===== config.mk =====
export PLATFORM = sky130hd
export DESIGN_NAME = tag_alloc_arbiter
export DESIGN_NICKNAME = d
export VERILOG_FILES = /design/src/rtl/tag_alloc_arbiter.sv
export SDC_FILE = /design/constraint.sdc
export NUM_CORES = 1
export LEC_CHECK = 0
export CORE_ASPECT_RATIO = 0.9
export CORE_MARGIN = 4
export CORE_UTILIZATION = 47
export CTS_CLUSTER_SIZE = 14
export DETAILED_ROUTE_END_ITERATION = 6
export GPL_ROUTABILITY_DRIVEN = 0
export PLACE_DENSITY = 0.95
export SETUP_SLACK_MARGIN = 0.02
export SLEW_MARGIN = 10
export SYNTH_ARGS = -nofsm -noshare
export SYNTH_HDL_FRONTEND = slang
export SYNTH_SLANG_ARGS = --single-unit

===== constraint.sdc =====
create_clock -name clk -period 4 [get_ports clk]
set_input_delay 0.6 -clock clk [delete_from_list [all_inputs] [get_ports clk]]
set_output_delay 0.6 -clock clk [all_outputs]
set_load 0.1 [all_outputs]

===== src/rtl/tag_alloc_arbiter.sv =====
// Round-robin arbiter sharing the free-tag FIFO read port, with free-count mirror and flush sequencing.
// Optional consistency checker enabled by defining TAG_ALLOC_CHECK_EN; default build ties o_err to 0.
module tag_alloc_arbiter #(
    parameter int TAG_WIDTH = 6,
    parameter int NUM_REQ   = 4,
    parameter int LOW_WATER = 4
) (
    input  logic                 clk,
    input  logic                 reset,
    input  logic [NUM_REQ-1:0]   i_req,
    output logic [NUM_REQ-1:0]   o_gnt,
    output logic [TAG_WIDTH-1:0] o_gnt_tag,
    input  logic                 i_cdb_valid,
    input  logic [TAG_WIDTH-1:0] i_tagout_tf,
    input  logic                 i_ef_tf,
    input  logic                 i_ff_tf,
    output logic                 o_ren_tf,
    input  logic                 i_flush_req,
    output logic                 o_flush_tf,
    output logic                 o_busy,
    output logic [TAG_WIDTH:0]   o_free_cnt,
    output logic                 o_low_tags,
    output logic                 o_err
);

    localparam int PTR_W = (NUM_REQ > 2) ? $clog2(NUM_REQ) : 1;
    localparam logic [TAG_WIDTH:0] FULL_CNT = {1'b1, {TAG_WIDTH{1'b0}}};
    localparam logic [TAG_WIDTH:0] LOW_CNT  = (TAG_WIDTH+1)'(LOW_WATER);
    localparam logic [PTR_W:0]     NREQ     = (PTR_W+1)'(NUM_REQ);

    typedef enum logic [1:0] {
        ST_RUN   = 2'd0,
        ST_FLUSH = 2'd1,
        ST_DRAIN = 2'd2
    } state_t;

    state_t             r_state;
    logic [PTR_W-1:0]   r_rr_ptr;
    logic [TAG_WIDTH:0] r_free_cnt;
    logic               r_flush_tf;
    logic               r_busy;

    logic [PTR_W:0]     w_idx;
    logic [PTR_W:0]     w_next_sum;
    logic [PTR_W-1:0]   w_winner;
    logic [PTR_W-1:0]   w_next_ptr;
    logic               w_found;
    logic               w_grant_en;
    logic [NUM_REQ-1:0] w_gnt;

    // Search upward from the round-robin pointer with wrap; first asserted request wins.
    always_comb begin
        w_idx    = '0;
        w_found  = 1'b0;
        w_winner = '0;
        for (int i = 0; i < NUM_REQ; i++) begin
            w_idx = {1'b0, r_rr_ptr} + (PTR_W+1)'(i);
            if (w_idx >= NREQ) begin
                w_idx = w_idx - NREQ;
            end
            if (!w_found && i_req[w_idx[PTR_W-1:0]]) begin
                w_found  = 1'b1;
                w_winner = w_idx[PTR_W-1:0];
            end
        end
    end

    // Reset gates the grant so a level request cannot pop the FIFO while it is being reset.
    assign w_grant_en = !reset && (r_state == ST_RUN) && !i_ef_tf && !i_flush_req && w_found;

    always_comb begin
        w_gnt = '0;
        if (w_grant_en) begin
            w_gnt[w_winner] = 1'b1;
        end
    end

    always_comb begin
        w_next_sum = {1'b0, w_winner} + {{PTR_W{1'b0}}, 1'b1};
        w_next_ptr = w_next_sum[PTR_W-1:0];
        if (w_next_sum >= NREQ) begin
            w_next_ptr = '0;
        end
    end

    always_ff @(posedge clk or posedge reset) begin
        if (reset) begin
            r_rr_ptr <= '0;
        end else if (w_grant_en) begin
            r_rr_ptr <= w_next_ptr;
        end
    end

    // Mirror of the FIFO occupancy; keeps counting returns through flush recovery.
    always_ff @(posedge clk or posedge reset) begin
        if (reset) begin
            r_free_cnt <= FULL_CNT;
        end else begin
            case ({i_cdb_valid, w_grant_en})
                2'b10:   r_free_cnt <= r_free_cnt + 1'b1;
                2'b01:   r_free_cnt <= r_free_cnt - 1'b1;
                default: r_free_cnt <= r_free_cnt;
            endcase
        end
    end

    always_ff @(posedge clk or posedge reset) begin
        if (reset) begin
            r_state    <= ST_RUN;
            r_flush_tf <= 1'b0;
            r_busy     <= 1'b0;
        end else begin
            case (r_state)
                ST_RUN: begin
                    if (i_flush_req) begin
                        r_state    <= ST_FLUSH;
                        r_flush_tf <= 1'b1;
                        r_busy     <= 1'b1;
                    end
                end
                ST_FLUSH: begin
                    r_state    <= ST_DRAIN;
                    r_flush_tf <= 1'b0;
                    r_busy     <= 1'b1;
                end
                ST_DRAIN: begin
                    r_flush_tf <= 1'b0;
                    if (i_ff_tf) begin
                        r_state <= ST_RUN;
                        r_busy  <= 1'b0;
                    end
                end
                default: begin
                    r_state    <= ST_RUN;
                    r_flush_tf <= 1'b0;
                    r_busy     <= 1'b0;
                end
            endcase
        end
    end

`ifdef TAG_ALLOC_CHECK_EN
    logic r_err;
    logic w_empty_mismatch;
    logic w_full_mismatch;
    logic w_overfill;

    assign w_empty_mismatch = (r_free_cnt == '0) != i_ef_tf;
    assign w_full_mismatch  = (r_free_cnt == FULL_CNT) != i_ff_tf;
    assign w_overfill       = i_cdb_valid && i_ff_tf && !w_grant_en;

    always_ff @(posedge clk or posedge reset) begin
        if (reset) begin
            r_err <= 1'b0;
        end else if (w_empty_mismatch || w_full_mismatch || w_overfill) begin
            r_err <= 1'b1;
        end
    end

    assign o_err = r_err;
`else
    assign o_err = 1'b0;
`endif

    assign o_gnt      = w_gnt;
    assign o_gnt_tag  = i_tagout_tf;
    assign o_ren_tf   = w_grant_en;
    assign o_flush_tf = r_flush_tf;
    assign o_busy     = r_busy;
    assign o_free_cnt = r_free_cnt;
    assign o_low_tags = r_free_cnt < LOW_CNT;

endmodule

# Yosys cells after proc, flatten, opt, wreduce, memory -nomap -nowiden

Cells that the tools add are included.

Bits of input ports: 16
Register bits after elaboration: 13
Memory bits (read-only): 0
Memories kept: 0
Memory bits (writable): 0
Bits in latches: 0
Logic and storage cells: 82
Output and inout bits: 22

Bitwise operators: 0
Reductions and logical operators: 17
Div/mod/pow operators: 0
$lt $le $gt $ge: 12
$add $sub $neg: 10
Shift operators: 0
Muxes and demuxes: 32
Eq/ne operators: 6
$mul: 0

Operators by type and width:

| cell                                                               | count |
|---|---|
| 2-to-1 mux 2 bit                                                   | 11 |
| < comparator 2 x 3 -> 1 bit (second input constant)                | 5 |
| case mux 7 bit (2 select lines)                                    | 1 |
| greater-or-equal comparator 3 bit (second input constant)          | 4 |
| 2-to-1 mux 1 bit                                                   | 12 |
| binary-select mux 1 bit (select 2 bit)                             | 4 |
| logical AND 1 bit                                                  | 8 |
| subtractor 2 x 1 -> 2 bit (second input constant)                  | 4 |
| adder 7 x 1 -> 7 bit (second input constant)                       | 1 |
| < comparator 7 x 3 -> 1 bit (second input constant)                | 1 |
| subtractor 7 x 1 -> 7 bit (second input constant)                  | 1 |
| adder 2 x 1 -> 3 bit (second input constant)                       | 2 |
| adder 2 x 2 -> 3 bit (second input constant)                       | 2 |
| logical NOT 1 bit                                                  | 6 |
| case mux 2 bit (3 select lines)                                    | 1 |
| equality test 2 x 1 -> 1 bit (second input constant)               | 2 |
| equality test 2 bit (second input constant)                        | 2 |
| 2-to-1 mux 4 bit                                                   | 1 |
| inequality test 2 bit (second input constant)                      | 2 |
| greater-or-equal comparator 2 x 3 -> 1 bit (second input constant) | 1 |
| case mux 1 bit (3 select lines)                                    | 1 |
| demux 1 bit (select 2 bit)                                         | 1 |
| greater-or-equal comparator 2 x 1 -> 1 bit (second input constant) | 1 |
| logical NOT 2 bit                                                  | 1 |
| 2 further kinds                                                    | 2 |

# Depth between registers and ports, before layout

Word-level depth: 19
Gate-level depth with buffers: 12
Depth with buffers taken out: 10

# Worst setup path before layout

OpenSTA, ideal clock, no wires.

Kind: register to output
From: reg r_free_cnt[2] (netlist: o_free_cnt[2])
To: out o_low_tags
Slack: -0.065 ns
Buffers on the path: 1
Required time: 3.400 ns
Arrival time: 3.465 ns
Stages on the path, launching flop included: 4
Path through: dfrtp_1 > buf_4 > or3_1 > nor3_1

Word-level cells in the longest chain between the ends: 1

Ends and longest elaborated chain:

| item                        | RTL line | text |
|---|---|---|
| start, declared             | 39       | `logic [TAG_WIDTH:0] r_free_cnt;` |
| start signal, assigned      | 100      | `2'b10: r_free_cnt <= r_free_cnt + 1'b1;` |
| start signal, assigned      | 101      | `2'b01: r_free_cnt <= r_free_cnt - 1'b1;` |
| start signal, assigned      | 102      | `default: r_free_cnt <= r_free_cnt;` |
| < comparator 7 x 3 -> 1 bit | 171      | `assign o_low_tags = r_free_cnt < LOW_CNT;` |
| end, declared               | 22       | `output logic o_low_tags,` |

No other way between the ends.

# Worst setup path in the final report

From: in i_req[2]
To: reg r_free_cnt[6] (netlist: o_free_cnt[6])

Word-level cells in the longest chain between the ends: 15
Elaborated cells between the ends (all ways): 23

Ends and longest elaborated chain:

| item                                                                         | RTL line | text |
|---|---|---|
| start, declared                                                              | 10       | `input logic [NUM_REQ-1:0] i_req,` |
| binary-select mux 1 bit (select 2 bit)                                       | 61       | `if (!w_found && i_req[w_idx[PTR_W-1:0]]) begin` |
| 2-to-1 mux 1 bit (implied by the code)                                       | 61       |  |
| 2-to-1 mux 1 bit                                                             | 61       |  |
| logical NOT 1 bit                                                            | 61       |  |
| logical AND 1 bit                                                            | 61       |  |
| 2-to-1 mux 1 bit                                                             | 61       |  |
| logical NOT 1 bit                                                            | 61       |  |
| logical AND 1 bit                                                            | 61       |  |
| 2-to-1 mux 1 bit                                                             | 61       |  |
| logical NOT 1 bit                                                            | 61       |  |
| logical AND 1 bit                                                            | 61       |  |
| 2-to-1 mux 1 bit *                                                           | 61       |  |
| logical AND 1 bit *                                                          | 69       | `assign w_grant_en = !reset && (r_state == ST_RUN) && !i_ef_tf && !i_flush_req && w_found;` |
| equality test 2 x 1 -> 1 bit / equality test 2 bit (equally long branches)   | 99       | `case ({i_cdb_valid, w_grant_en})` |
| case mux 7 bit (2 select lines) / nonzero test 2 bit (equally long branches) | -        |  |

Mark *: on every way between the ends. The rest lies on a longest branch, timed or not. The select of a mux whose other input is x is not followed.
A chain may end at the register's enable or synchronous reset.

==> metrics.cfg <==
[worst_setup_path]
reg2regPathDepth=10
crit_path_top_delay_cell=or4_1
critPathMaxStageDelay_ns=0.55
path_class=input pin to register
required_ns=4.21
timing.rr.start=r_state[0]
regToRegSetupSlack_ns=1.24
reg2reg_to=o_free_cnt[6]
arrival_ns=3.60
crit_family=simple AND/OR/NAND/NOR gates
path_cells=clkdlybuf4s50_1, or4_1, and3_1, ha_1, xor2_1, ha_1, a21boi_1, o22ai_1, or4_1, a21oi_2, xor2_1
path_depth=11
crit_path_start_kind=input pin
cp.buffers_inverters=1
cp_max_fo=10
setup.worst_path.end_class=register

[sta]
min_period_ns=3.39
hold_violations=0
relSlewSlack_pct=34.5
fin_crit_sh_pct=84.7
slew_viol_final=0
fmax_mhz=295
tightest_slew_ns=0.980
setup_ws_ns=0.612
setup_viol=0
fin_setup_tns_ns=0
clock_skew_ns=0.00518
grt_setup_unrepaired=no

[global_routing]
antenna_found_initial=0
grt_overflow=0
met3_usage_pct=5.96
grtUsageMet2_pct=26.5
grt_busiest_layer=met2
grt_pass1_wl_um=3560
track_usage_pct=15.5
grt_use_met1_pct=19.1
grt_pass1_vias=796
grt_max_degree=14

[placed_design]
hpwlAfterDp_um=1580
postPlaceCellArea_mm2=0.00118
place_ws_ns=0.382
portBuffers=24

[logic_synthesis]
synth_area_leaders=dfrtp_1, ha_1, buf_4
synth.avg_cell_area_um2=8.86
synth-edff-count=0
seq_area_frac_synth_pct=32.3
syn_nets=137
syn_inst=114
synth-simple-area-share_pct=20.3
yosysWarnings=0
async_flop_share_pct=100
yosysMostFrequentCell=dfrtp_1
ys_ff_latch=13
synth_compound_area_share_pct=14.5
muxShareOfSynthArea_pct=5.33
ys_types=36
synth_top_family_by_area=simple AND/OR/NAND/NOR gates
dominantRegCellSynth=dfrtp_1
synthAdderAreaFrac_pct=8.67
netlist_area_mm2=0.00101
synth_top_cells_by_count=dfrtp_1, nor2_1, buf_4
yosys.area.top_type=dfrtp_1
synth_top_area_share_pct=29.7
synth_xor_area_share_pct=6.94

[hold_path]
hold_class=register to register
hp-start=o_flush_tf
hold_path_end=o_flush_tf
hold_depth=1

[clocking]
postCtsSetupBuffers=0
cts_max_path_buffers=2
cts_buffers=3
worstSkewPairLatency_ns=0.28
cts_tree=done
root_buffer=clkbuf_4
path_clk_slew_ns=0.07
hold_buffers=0
post_cts_resized=0
htreeDepth=1
cts_sinks=13

[status]
status=completed

[die]
core_area_mm2=0.00197
fp.dieW_um=56.9
design.portCount=38
row_count=15
start_util_pct=51.2
die-area_mm2=0.00295
dieHeight_um=52.0

[finish]
n_antenna_cell=0
drive_gt1_share_pct=13.8
final_area_mm2=0.00121
syn2layout_area_growth_pct=20.0
nNetsFinal=154

[run]
cap_violations=0

[route]
drc=0
vias=866
drt-initial-drc-count=26
wl_per_cell_um=13.7
firstDrtPassIters=5
wl_um=2120
ant_nets=0
vias_per_cell=5.59

==> kinds of logic after synthesis <==
group                      Yosys count
and+or+nand+nor                     38
AOI/OAI and AO/OA                   23
buffers and inverters               19
DFF                                 13
xor gates and xnor gates             8
adders and majority gates            7
muxes                                5
other                                1
==> layout by cell type, fill, tap and decap left out, drive strengths merged, types with 2 or more instances in the layout <==
| cell | count |
|---|---|
| nor2b | 2 |
| o21ai | 5 |
| o21a | 2 |
| mux2 | 3 |
| dfrtp | 12 |
| nand2b | 2 |
| clkdlybuf4s50 | 18 |
| xor2 | 5 |
| inv | 6 |
| or4 | 2 |
| and2 | 6 |
| clkbuf | 4 |
| ha | 7 |
| a21oi | 10 |
| nor3 | 3 |
| mux2i | 2 |
| buf | 7 |
| or3 | 2 |
| nand2 | 5 |
| xnor2 | 3 |
| nor2 | 10 |
==> stage by stage <==
step | util [%] | hold slack, ns | instances
after detailed placement | 60.1 | 0.483 | 151
after global routing | 61.5 | 0.507 | 155
after global placement | 60.1 | 0.464 | 151
after floorplan | - | 0.476 | 114
after CTS | 61.5 | 0.500 | 155
final | 61.5 | 0.495 | 155
==> layout make-up <==
cell class                      instances  area [µm²]
Fill cell                             183         759
Clock buffer                            4        26.3
Inverter                                6        22.5
Tap cell                               25        31.3
Multi-Input combinational cell         82         572
Sequential cell                        13         327
Timing Repair Buffer                   25         233
==> worst max-delay path by stage <==
stage / start / endpoint / slack [ns]
after floorplan: i_req[2] / o_free_cnt[6] / 0.53
after global placement: i_req[2] / o_free_cnt[6] / 0.50
after detailed placement: i_req[2] / o_free_cnt[6] / 0.38
after CTS: i_req[2] / o_free_cnt[6] / 0.66
after global routing: i_req[2] / o_free_cnt[6] / 0.49
final: i_req[2] / o_free_cnt[6] / 0.61
==> state kept, by name, summed over array words and instances (netlist names) <==
name,cells
r_rr_ptr,2
o_flush_tf,1
r_state,2
o_busy,1
o_free_cnt,7
==> routing by layer <==
layer	part of all wire, %	up-vias
li1	-	413
met1	42	424
met2	50	29
met3	7.6	0
met4	0	0
met5	0	-
Power is left out: the tool's default activity adds up to more than one toggle a clock period on the data nets, which glitch-free logic cannot reach.
